## src/rtl/sweep_profile_sequencer.sv

```systemverilog
// Segment-table player that owns the sweep_controller configuration inputs.
// Each table entry is applied for its duration in ms, then the next one is loaded or playback ends or wraps.
module sweep_profile_sequencer #(
  parameter  int NUM_SEG       = 4,
  parameter  int CYCLES_PER_MS = 100000,
  localparam int AW            = $clog2(NUM_SEG),
  localparam int PW            = $clog2(CYCLES_PER_MS)
) (
  input  logic          clk,
  input  logic          rst,
  input  logic          cfg_we,
  input  logic [AW-1:0] cfg_addr,
  input  logic [19:0]   cfg_base_freq,
  input  logic [1:0]    cfg_mode,
  input  logic [16:0]   cfg_range,
  input  logic [12:0]   cfg_speed,
  input  logic [15:0]   cfg_dur_ms,
  input  logic [AW:0]   num_segs,
  input  logic          loop_en,
  input  logic          start,
  input  logic          stop,
  output logic [19:0]   base_freq,
  output logic [1:0]    sweep_mode,
  output logic [16:0]   sweep_range,
  output logic [12:0]   sweep_speed,
  output logic          busy,
  output logic [AW-1:0] seg_idx,
  output logic          seg_start,
  output logic          done
);

  localparam logic [19:0] DEF_BASE = 20'd100000;
  localparam logic [AW:0] NSEG_W   = (AW+1)'(NUM_SEG);
  localparam logic [PW-1:0] PRESC_TC = PW'(CYCLES_PER_MS - 1);

  typedef enum logic [1:0] {S_IDLE, S_LOAD, S_RUN, S_FINISH} state_t;

  logic [19:0] tbl_base_q  [NUM_SEG];
  logic [1:0]  tbl_mode_q  [NUM_SEG];
  logic [16:0] tbl_range_q [NUM_SEG];
  logic [12:0] tbl_speed_q [NUM_SEG];
  logic [15:0] tbl_dur_q   [NUM_SEG];

  state_t        state_q;
  logic [PW-1:0] presc_q;
  logic [15:0]   ms_q;
  logic [AW:0]   n_act_q;
  logic [AW-1:0] seg_idx_q;
  logic [19:0]   base_q;
  logic [1:0]    mode_q;
  logic [16:0]   range_q;
  logic [12:0]   speed_q;
  logic          busy_q;
  logic          seg_start_q;
  logic          done_q;

  logic addr_ok;
  logic presc_tc;
  logic seg_end;
  logic more_segs;

  assign addr_ok   = 32'(cfg_addr) < 32'(NUM_SEG);
  assign presc_tc  = (presc_q == PRESC_TC);
  // The ms counter never sits at 0 in RUN, so "reaches 0 on this tick" means it is 1 now.
  assign seg_end   = presc_tc && (ms_q <= 16'd1);
  assign more_segs = ({1'b0, seg_idx_q} + (AW+1)'(1)) < n_act_q;

  // NOTE: the table is flop-based with a reset because every slot has a defined power-up profile;
  // a plain RAM without reset would play garbage if started before being programmed.
  always_ff @(posedge clk or posedge rst) begin
    if (rst) begin
      for (int i = 0; i < NUM_SEG; i++) begin
        tbl_base_q[i]  <= DEF_BASE;
        tbl_mode_q[i]  <= 2'b00;
        tbl_range_q[i] <= '0;
        tbl_speed_q[i] <= '0;
        tbl_dur_q[i]   <= 16'd1;
      end
    end else if (cfg_we && addr_ok) begin
      tbl_base_q[cfg_addr]  <= cfg_base_freq;
      tbl_mode_q[cfg_addr]  <= cfg_mode;
      tbl_range_q[cfg_addr] <= cfg_range;
      tbl_speed_q[cfg_addr] <= cfg_speed;
      tbl_dur_q[cfg_addr]   <= cfg_dur_ms;
    end
  end

  // NOTE: all state and outputs live in one clocked block using non-blocking assignments only,
  // so every output is a flop and no read here sees a value updated earlier in the same edge.
  always_ff @(posedge clk or posedge rst) begin
    if (rst) begin
      state_q     <= S_IDLE;
      presc_q     <= '0;
      ms_q        <= '0;
      n_act_q     <= '0;
      seg_idx_q   <= '0;
      base_q      <= DEF_BASE;
      mode_q      <= 2'b00;
      range_q     <= '0;
      speed_q     <= '0;
      busy_q      <= 1'b0;
      seg_start_q <= 1'b0;
      done_q      <= 1'b0;
    end else begin
      seg_start_q <= 1'b0;
      done_q      <= 1'b0;
      if (stop) begin
        state_q <= S_IDLE;
        mode_q  <= 2'b00;
        busy_q  <= 1'b0;
      end else begin
        case (state_q)
          S_IDLE: begin
            if (start && (num_segs != '0)) begin
              state_q   <= S_LOAD;
              busy_q    <= 1'b1;
              seg_idx_q <= '0;
              n_act_q   <= (num_segs > NSEG_W) ? NSEG_W : num_segs;
            end
          end
          S_LOAD: begin
            base_q      <= tbl_base_q[seg_idx_q];
            mode_q      <= tbl_mode_q[seg_idx_q];
            range_q     <= tbl_range_q[seg_idx_q];
            speed_q     <= tbl_speed_q[seg_idx_q];
            ms_q        <= (tbl_dur_q[seg_idx_q] == 16'd0) ? 16'd1 : tbl_dur_q[seg_idx_q];
            presc_q     <= '0;
            seg_start_q <= 1'b1;
            state_q     <= S_RUN;
          end
          S_RUN: begin
            if (presc_tc) begin
              presc_q <= '0;
              if (ms_q != 16'd0) ms_q <= ms_q - 16'd1;
            end else begin
              presc_q <= presc_q + PW'(1);
            end
            if (seg_end) begin
              if (more_segs) begin
                seg_idx_q <= seg_idx_q + AW'(1);
                state_q   <= S_LOAD;
              end else if (loop_en) begin
                seg_idx_q <= '0;
                state_q   <= S_LOAD;
              end else begin
                state_q <= S_FINISH;
                busy_q  <= 1'b0;
              end
            end
          end
          S_FINISH: begin
            mode_q  <= 2'b00;
            done_q  <= 1'b1;
            state_q <= S_IDLE;
          end
          default: state_q <= S_IDLE;
        endcase
      end
    end
  end

  assign base_freq   = base_q;
  assign sweep_mode  = mode_q;
  assign sweep_range = range_q;
  assign sweep_speed = speed_q;
  assign busy        = busy_q;
  assign seg_idx     = seg_idx_q;
  assign seg_start   = seg_start_q;
  assign done        = done_q;

endmodule
```

## config.mk

```make
export PLATFORM = sky130hd
export DESIGN_NAME = sweep_profile_sequencer
export DESIGN_NICKNAME = d
export VERILOG_FILES = /design/src/rtl/sweep_profile_sequencer.sv
export SDC_FILE = /design/constraint.sdc
export NUM_CORES = 1
export LEC_CHECK = 0
export CAP_MARGIN = 30
export CORE_MARGIN = 5
export CORE_UTILIZATION = 55
export DETAILED_ROUTE_END_ITERATION = 16
export GPL_TIMING_DRIVEN = 1
export PLACE_DENSITY = 0.84
export SYNTH_ARGS = -nofsm -noshare
export SYNTH_HDL_FRONTEND = slang
export SYNTH_SLANG_ARGS = --single-unit
```

## constraint.sdc

```tcl
create_clock -name clk -period 25.1 [get_ports clk]
set_input_delay 5.02 -clock clk [delete_from_list [all_inputs] [get_ports clk]]
set_output_delay 5.02 -clock clk [all_outputs]
set_load 0.005 [all_outputs]
```

# --- Word-level counts from Yosys, hierarchy flattened ---
# Cells that the tools add are included.
op_classes:
  add_sub_neg: 4
  n_lt_le_gt_ge: 6
  eq_ne: 13
  muxes: 60
  bitwise_logic: 3
  reduce_logical: 18
ops:
  columns: ["cell", "n"]
  rows:
  - ["16-bit 2-to-1 mux", 6]
  - ["80-bit bitwise mux", 1]
  - ["68-bit bitwise mux", 1]
  - ["17-bit 2-to-1 mux", 4]
  - ["64-bit bitwise mux", 1]
  - ["20-bit 2-to-1 mux", 3]
  - ["52-bit bitwise mux", 1]
  - ["20-bit binary-select mux with 2-bit select", 1]
  - ["20-bit demux with 2-bit select", 1]
  - ["13-bit 2-to-1 mux", 3]
  - ["17-bit binary-select mux with 2-bit select", 1]
  - ["17-bit demux with 2-bit select", 1]
  - ["17-bit one-hot mux with 2 select lines", 1]
  - ["16-bit binary-select mux with 2-bit select", 1]
  - ["16-bit demux with 2-bit select", 1]
  - ["16-bit one-hot mux with 2 select lines", 1]
  - ["13-bit binary-select mux with 2-bit select", 1]
  - ["13-bit demux with 2-bit select", 1]
  - ["2-bit 2-to-1 mux", 13]
  - ["17-bit by 1-bit adder with 17-bit output, second input constant", 1]
  - ["17-bit equality test, second input constant", 1]
  - ["16-bit by 1-bit less-or-equal comparator with 1-bit output, second input constant", 1]
  - ["16-bit zero test", 1]
  - ["16-bit nonzero test", 1]
  - ["29 further kinds", 56]
totals:
  ff_bits: 367
  inputBits: 79
  wordCells: 136

# --- Logic depth before layout (Yosys ltp) ---
# Gate-level depths: netlist (run 1).
depth:
  depth_word: 7
  ltp_mapped: 9

# --- Least setup slack after synthesis (run 1) ---
# OpenSTA, ideal clock, no wires.
synth_timing:
  kind: "input-to-reg"
  startpoint: "input port stop"
  endpoint: "register ms_q[15]"
  setup_ns: 0.104
  t_arrival_ns: 6.557
  slack_ns: 18.439
  cell_stages: 6
  cell_sequence: "nor2b_1 -> clkbuf_1 -> nand2_1 -> a2111oi_2 -> nand4_1 -> o311ai_1"
synth_via:
  elab_chain_cells: 2
synth_lines:
  columns: ["element", "line", "rtl"]
  rows:
  - ["start, declared", "21", "input logic stop,"]
  - ["1-bit NOT (no source line)", null, null]
  - ["4-bit AND reduction (no source line)", null, null]
  - ["end signal, assigned", "126", "ms_q <= (tbl_dur_q[seg_idx_q] == 16'd0) ? 16'd1 : tbl_dur_q[seg_idx_q];"]
  - ["end signal, assigned", "134", "if (ms_q != 16'd0) ms_q <= ms_q - 16'd1;"]
  - ["end, declared", "46", "logic [15:0] ms_q;"]
# Every way passes these cells.
# A chain may end at the register's enable or synchronous reset.

# --- Worst setup path in the final report (run 1) ---
# Same ends and word-level chain as after synthesis.

==> impl_metrics.csv, run 1 <==
group,metric,value,unit
outcome,status,"completed",
clocking,clk-insertion-delay-late,0.53,ns
final_layout,drive_above_1_share,41.65,%
critical_path,critPathMaxFanout,12,
critical_path,rr_startpoint,"seg_idx[0]",
critical_path,crit_arrival,7.80,ns
place,place_inst,1547,
sta,hold_viol,0,
sta,setup_viol,0,
min_path,worstHoldPathCells,1,
clocking,clkSinkCount,367,
min_path,min_from,"tbl_base_q[23]",
synthesis,synth_nets,1163,
floorplanning,pin_count,136,
critical_path,required,25.52,ns
critical_path,path_depth,6,
floorplanning,die_area,33020,sq um
place,gp_congestion,0.8547,
sta,finalSetupTns,0,ns
critical_path,critical_path.top_delay_family,"compound AO/OA/AOI/OAI gates",
grt,grt_pass1_vias,10420,
synthesis,synth_cell_types,58,
grt,grt_max_degree,141,
critical_path,crit_buf_inv,1,
final_layout,final_nets,1298,
detailed_routing,drt_first_iter_violations,636,
min_path,hp-class,"reg -> reg",
final_layout,layout_commonest_cell,"dfrtp_1",
critical_path,start_kind,"input port",
power,power_density,92.47,nW/um^2
final_layout,syn_to_final_growth,19.37,%
clocking,path_clk_slew,0.06,ns
critical_path,r2r_cells,6,
sta,post-route-period-util,29.44,%
floorplanning,rows,62,
critical_path,startpoint,"stop",
clocking,cts-root-buf,"clkbuf_16",
grt,grt_usage,20.93,%
synthesis,syn_area,16220,sq um
detailed_routing,wire_per_inst,21.12,um
sta,drv_slew,0,
floorplanning,dieWidth,181.7,um
floorplanning,coreArea,28940,sq um
final_layout,finalInstanceArea,19360,sq um
power,p_sw_share,26.16,%
power,p_int,1322,uW
synthesis,syn_inst,1073,
final_layout,final_cell_mix,"331 x dfrtp_1, 323 x mux2_2, 135 x clkdlybuf4s50_1",
synthesis,synthArstFlopShare,100.0,%
critical_path,cp_slowest_cell,"a2111oi_2",
synthesis,synth_top_flop_cell,"dfrtp_1",
power,p_clk_share,31.3,%
critical_path,path_cells,"clkdlybuf4s50_1 -> nor2b_1 -> nand2_1 -> a2111oi_2 -> nand4_1 -> o311ai_1",
sta,slew-limit-headroom,38.11,%
job,cap_violations,0,
synthesis,yosysWarnings,0,
final_layout,final_core_util,66.91,%
critical_path,slowest_delay,0.88,ns
critical_path,worstSetupEndpointType,"flop",
grt,grt_pass1_wl,56540,um
sta,min_period,7.389,ns
detailed_routing,dr.pass1.iters,5,
floorplanning,die_y,181.7,um
detailed_routing,vias,9701,
clocking,cts_setup_buffers,0,
clocking,ctsResizeCount,0,
power,p_sw,468.4,uW
synthesis,ys_seq_area_share,56.89,%
detailed_routing,drc_errors,0,
clocking,cts_tree,"yes",
power,comb_power_share,22.2,%
final_layout,n_antenna_cell,0,
place,post_dp_cell_area,18000,sq um
detailed_routing,viasPerCell,5.977,
sta,rsz0062_at_grt,"false",
grt,grt_overflow,0,
place,port-buffer-count,135,
sta,clock.fmax,135.3,MHz
synthesis,ys_ff_latch,367,
synthesis,synth_edf_count,0,
power,leakage,0.007836,uW
place,hpwlAfterDp,21150,um
critical_path,crit_type,"in -> reg",
floorplanning,initial_core_util,56.05,%
synthesis,synth_area_per_cell,15.11,sq um
sta,tightest_slew,0.9155,ns
sta,finClkSkew,0.01960,ns
power,power_frac_seq,46.5,%
final_layout,stdcell_count,1623,
clocking,cts_hold_buf,0,
clocking,cts-htree-levels,2,
detailed_routing,postRouteWirelength,34290,um
clocking,clockBufferDepth,3,
grt,antenna_found_initial,2,
power,ir_drop,67.50,uV
clocking,cts_buffers,39,
detailed_routing,ant_nets,0,
-- kinds of logic (layout without fill, tap and decap cells) --
logic type | count (synthesis) | in the layout | share of synthesized area, %
AOI/OAI and AO/OA | 77 | 77 | 3.171
xor gates and xnor gates | 10 | 10 | 0.5401
adders and majority gates | 11 | 11 | 0.8486
buffers and inverters | 74 | 240 | 1.828
DFF | 367 | 367 | 56.89
muxes | 394 | 394 | 32.06
and+or+nand+nor | 140 | 140 | 4.660
-- per-stage QoR --
stage / hold WS, ns / power [uW] / setup slack (ns)
after CTS: 0.5006 / 1804 / 17.21
final: 0.4973 / 1790 / 17.71
after floorplan: 0.4739 / 1057 / 9.947
after global routing: 0.5038 / 1878 / 17.49
after global placement: 0.4813 / 1212 / 16.71
after detailed placement: 0.4876 / 1235 / 16.66
-- Yosys cell counts, drive strengths merged, types with 14 or more instances --
library cell	instances	area share [%]
a21oi	14	0.43
buf	37	0.97
clkbuf	23	0.53
dfrtp	333	51
dfstp	34	5.5
inv	14	0.32
mux2	324	22
mux4	68	9.4
nand2	33	0.76
nand3	17	0.52
nor2	24	0.56
nor3	14	0.46
o21ai	26	0.80
-- metal layers --
layer,share of wire (%),wire [um],track usage [%],vias up
met4,1.9,648,4.923,4
met1,44,14910,29.23,5095
met3,5.4,1839,4.662,64
met2,49,16860,34.03,250
li1,-,-,-,4288
met5,0.079,27,0,-
-- final timing paths --
path	endpoint	slack [ns]
worst min register to register	tbl_base_q[23]	0.50
worst min-delay path	tbl_base_q[23]	0.50
worst max register to register	ms_q[0]	21.92
worst max-delay path	ms_q[15]	17.71
min in group asynchronous	tbl_range_q[24]	4.86
max in group asynchronous	seg_idx[0]	18.09
-- state kept, by name, indices dropped and copies added (netlist names), 3 cells and up --
signal and count:
ms_q 16, tbl_mode_q 8, presc_q 17, n_act_q 3, sweep_range 17, base_freq 20
tbl_base_q 80, tbl_range_q 68, tbl_speed_q 52, tbl_dur_q 64, sweep_speed 13
-- layout make-up --
cell class,instances,area [sq um]
fillers,1943,9575
clock inverters,8,80.08
inverters,14,60.06
repair buffers,154,1594
well taps,384,480.5
clock buffers,64,1191
multi-input cells,632,6720
flip-flops and latches,367,9234
-- power by group through the flow --
stage | combinational [uW] | sequential, uW | clock (uW)
after floorplan | 242 | 815 | 0
after global placement | 381 | 831 | 0
after detailed placement | 396 | 839 | 0
after CTS | 400 | 831 | 572
after global routing | 434 | 850 | 594
final | 398 | 832 | 560
Power figures use the tool's default switching activity.
==> run 2: changes to the inputs <==
--- a/config.mk
+++ b/config.mk
@@ -7,7 +7,7 @@
 export LEC_CHECK = 0
 export CAP_MARGIN = 30
 export CORE_MARGIN = 5
-export CORE_UTILIZATION = 55
+export CORE_UTILIZATION = 52
 export DETAILED_ROUTE_END_ITERATION = 16
 export GPL_TIMING_DRIVEN = 1
 export PLACE_DENSITY = 0.84
==> constraint.sdc (replaced) <==
create_clock -name clk -period 6.3 [get_ports clk]
set_input_delay 1.26 -clock clk [delete_from_list [all_inputs] [get_ports clk]]
set_output_delay 1.26 -clock clk [all_outputs]
set_load 0.005 [all_outputs]
==> run 2 against run 1 <==
  * Clock-buffer cell count down 5
  * Utilization down 3.8 points
  * Clock power rose to 4.0 times the previous value
  * Combinational power rose to 4.0 times the previous value
  * Sequential cell count unchanged
  * Highest routed layer unchanged
==> impl_metrics.csv, run 2 (synthesis results as in run 1) <==
group,metric,value,unit
outcome,status,"completed",
final_layout,layout_commonest_cell,"dfrtp_1",
grt,grt_pass1_vias,10730,
sta,hold_ws,0.5007,ns
critical_path,rr_startpoint,"seg_idx[0]",
clocking,path_clk_slew,0.06,ns
sta,post-route-period-util,59.52,%
clocking,clk-insertion-delay-late,0.52,ns
clocking,cts_tree,"yes",
final_layout,drive_above_1_share,41.81,%
sta,tightest_slew,0.9864,ns
critical_path,r2r_cells,6,
power,power_density,369.7,nW/um^2
power,ir_drop,271.7,uV
place,port-buffer-count,135,
detailed_routing,vias,9704,
floorplanning,die_y,186.6,um
job,cap_violations,0,
critical_path,startpoint,"stop",
floorplanning,rows,64,
place,gp_congestion,0.8730,
critical_path,critPathMaxFanout,12,
critical_path,path_cells,"clkdlybuf4s50_1 -> nor2b_1 -> nand2_1 -> a2111oi_2 -> nand4_1 -> o311ai_1",
critical_path,worstSetupEndpointType,"flop",
critical_path,required,6.70,ns
detailed_routing,wire_per_inst,21.19,um
sta,drv_slew,0,
floorplanning,coreArea,30670,sq um
detailed_routing,drc_errors,0,
final_layout,biggestRegsByFlops,"tbl_base_q: 80 flops, tbl_range_q: 68 flops, tbl_dur_q: 64 flops",
grt,grt_pass1_wl,58310,um
floorplanning,die_area,34820,sq um
place,hpwlAfterDp,21880,um
critical_path,crit_arrival,4.15,ns
final_layout,final_cell_mix,"331 x dfrtp_1, 323 x mux2_2, 135 x clkdlybuf4s50_1",
sta,finalSetupTns,0,ns
critical_path,crit_end,"ms_q[15]",
critical_path,cp_slowest_cell,"a2111oi_2",
final_layout,top_register,"tbl_base_q",
grt,grt_max_degree,138,
final_layout,largest_register_ffs,80,
sta,rsz0062_at_grt,"false",
grt,grt_usage,20.09,%
critical_path,r2r_setup_slack,3.09,ns
sta,finClkSkew,0.01663,ns
detailed_routing,dr.pass1.iters,5,
sta,min_period,3.750,ns
clocking,cts-root-buf,"clkbuf_16",
power,leakage,0.007811,uW
clocking,cts_buffers,39,
sta,clock.fmax,266.7,MHz
clocking,cts_setup_buffers,0,
clocking,clockBufferDepth,3,
final_layout,syn_to_final_growth,19.37,%
clocking,cts-htree-levels,2,
sta,slew-limit-headroom,34.11,%
detailed_routing,ant_nets,0,
critical_path,crit_type,"in -> reg",
detailed_routing,postRouteWirelength,34670,um
sta,setup_viol,0,
critical_path,slowest_delay,0.93,ns
min_path,hp-class,"reg -> reg",
floorplanning,initial_core_util,52.88,%
clocking,cts_hold_buf,0,
critical_path,reg2reg_to,"ms_q[0]",
clocking,clkSinkCount,367,
detailed_routing,viasPerCell,5.932,
grt,antenna_found_initial,2,
floorplanning,dieWidth,186.6,um
floorplanning,pin_count,136,
grt,grt_overflow,0,
detailed_routing,drt_first_iter_violations,577,
power,power.total,7157,uW
critical_path,start_kind,"input port",
sta,hold_viol,0,
clocking,ctsResizeCount,0,
final_layout,final_nets,1298,
-- run 2: changes by cell type in the layout (fill, tap and decap cells not counted), sizes merged --
cell,before,now
clkbuf,64,59
clkinv,6,7
clkinvlp,0,5
diode,0,1
inv,15,14
-- run 2: where the power goes --
group | internal (uW) | switching (uW) | leakage [uW]
combinational | 973 | 611 | 0.00283
sequential | 2960 | 363 | 0.00436
clock | 1320 | 932 | 0.000614
total | 5250 | 1910 | 0.00781
-- run 2: metal layers --
layer	GRT usage [%]	up-vias	routed length, um
li1	-	4282	-
met1	27.10	5152	14790
met2	33.74	211	17530
met3	4.297	57	1646
met4	4.877	2	676
met5	0	-	20
-- run 2: worst min-delay path by stage --
stage	slack, ns	cells past startpoint	from	end
floorplan	0.47	1	tbl_base_q[20]	tbl_base_q[20]
global placement	0.48	1	tbl_range_q[30]	tbl_range_q[30]
detailed placement	0.49	1	tbl_dur_q[26]	tbl_dur_q[26]
CTS	0.50	1	tbl_speed_q[19]	tbl_speed_q[19]
global route	0.51	1	tbl_base_q[24]	tbl_base_q[24]
finish	0.50	1	tbl_speed_q[21]	tbl_speed_q[21]
-- run 2: per-stage QoR --
stage / instances / utilization (%) / cell area (sq um) / setup WS, ns
6_report: 1636 / 63.12 / 19360 / 2.550
5_1_grt: 1636 / 63.12 / 19360 / 2.425
4_1_cts: 1634 / 63.09 / 19350 / 2.644
3_5_place_dp: 1562 / 58.95 / 18080 / 2.108
3_3_place_gp: 1557 / 58.62 / 17980 / 2.136
2_1_floorplan: 1073 / - / 16220 / 0.1436
-- run 2: area by class of cell --
| class | instances | area [sq um] |
|---|---|---|
| diodes | 1 | 2.502 |
| clock inverters | 13 | 115.1 |
| inverters | 14 | 56.30 |
| clock buffers | 59 | 1154 |
| multi-input cells | 632 | 6720 |
| flip-flops and latches | 367 | 9234 |
| repair buffers | 154 | 1583 |
| well taps | 396 | 495.5 |
| fillers | 2171 | 11310 |
-- run 2: critical path, delay by kind of cell --
family                 cells  cell delay (ns)
AO/OA/AOI/OAI              2             1.24
AND/OR/NAND/NOR            3             0.98
buffers and inverters      1             0.67
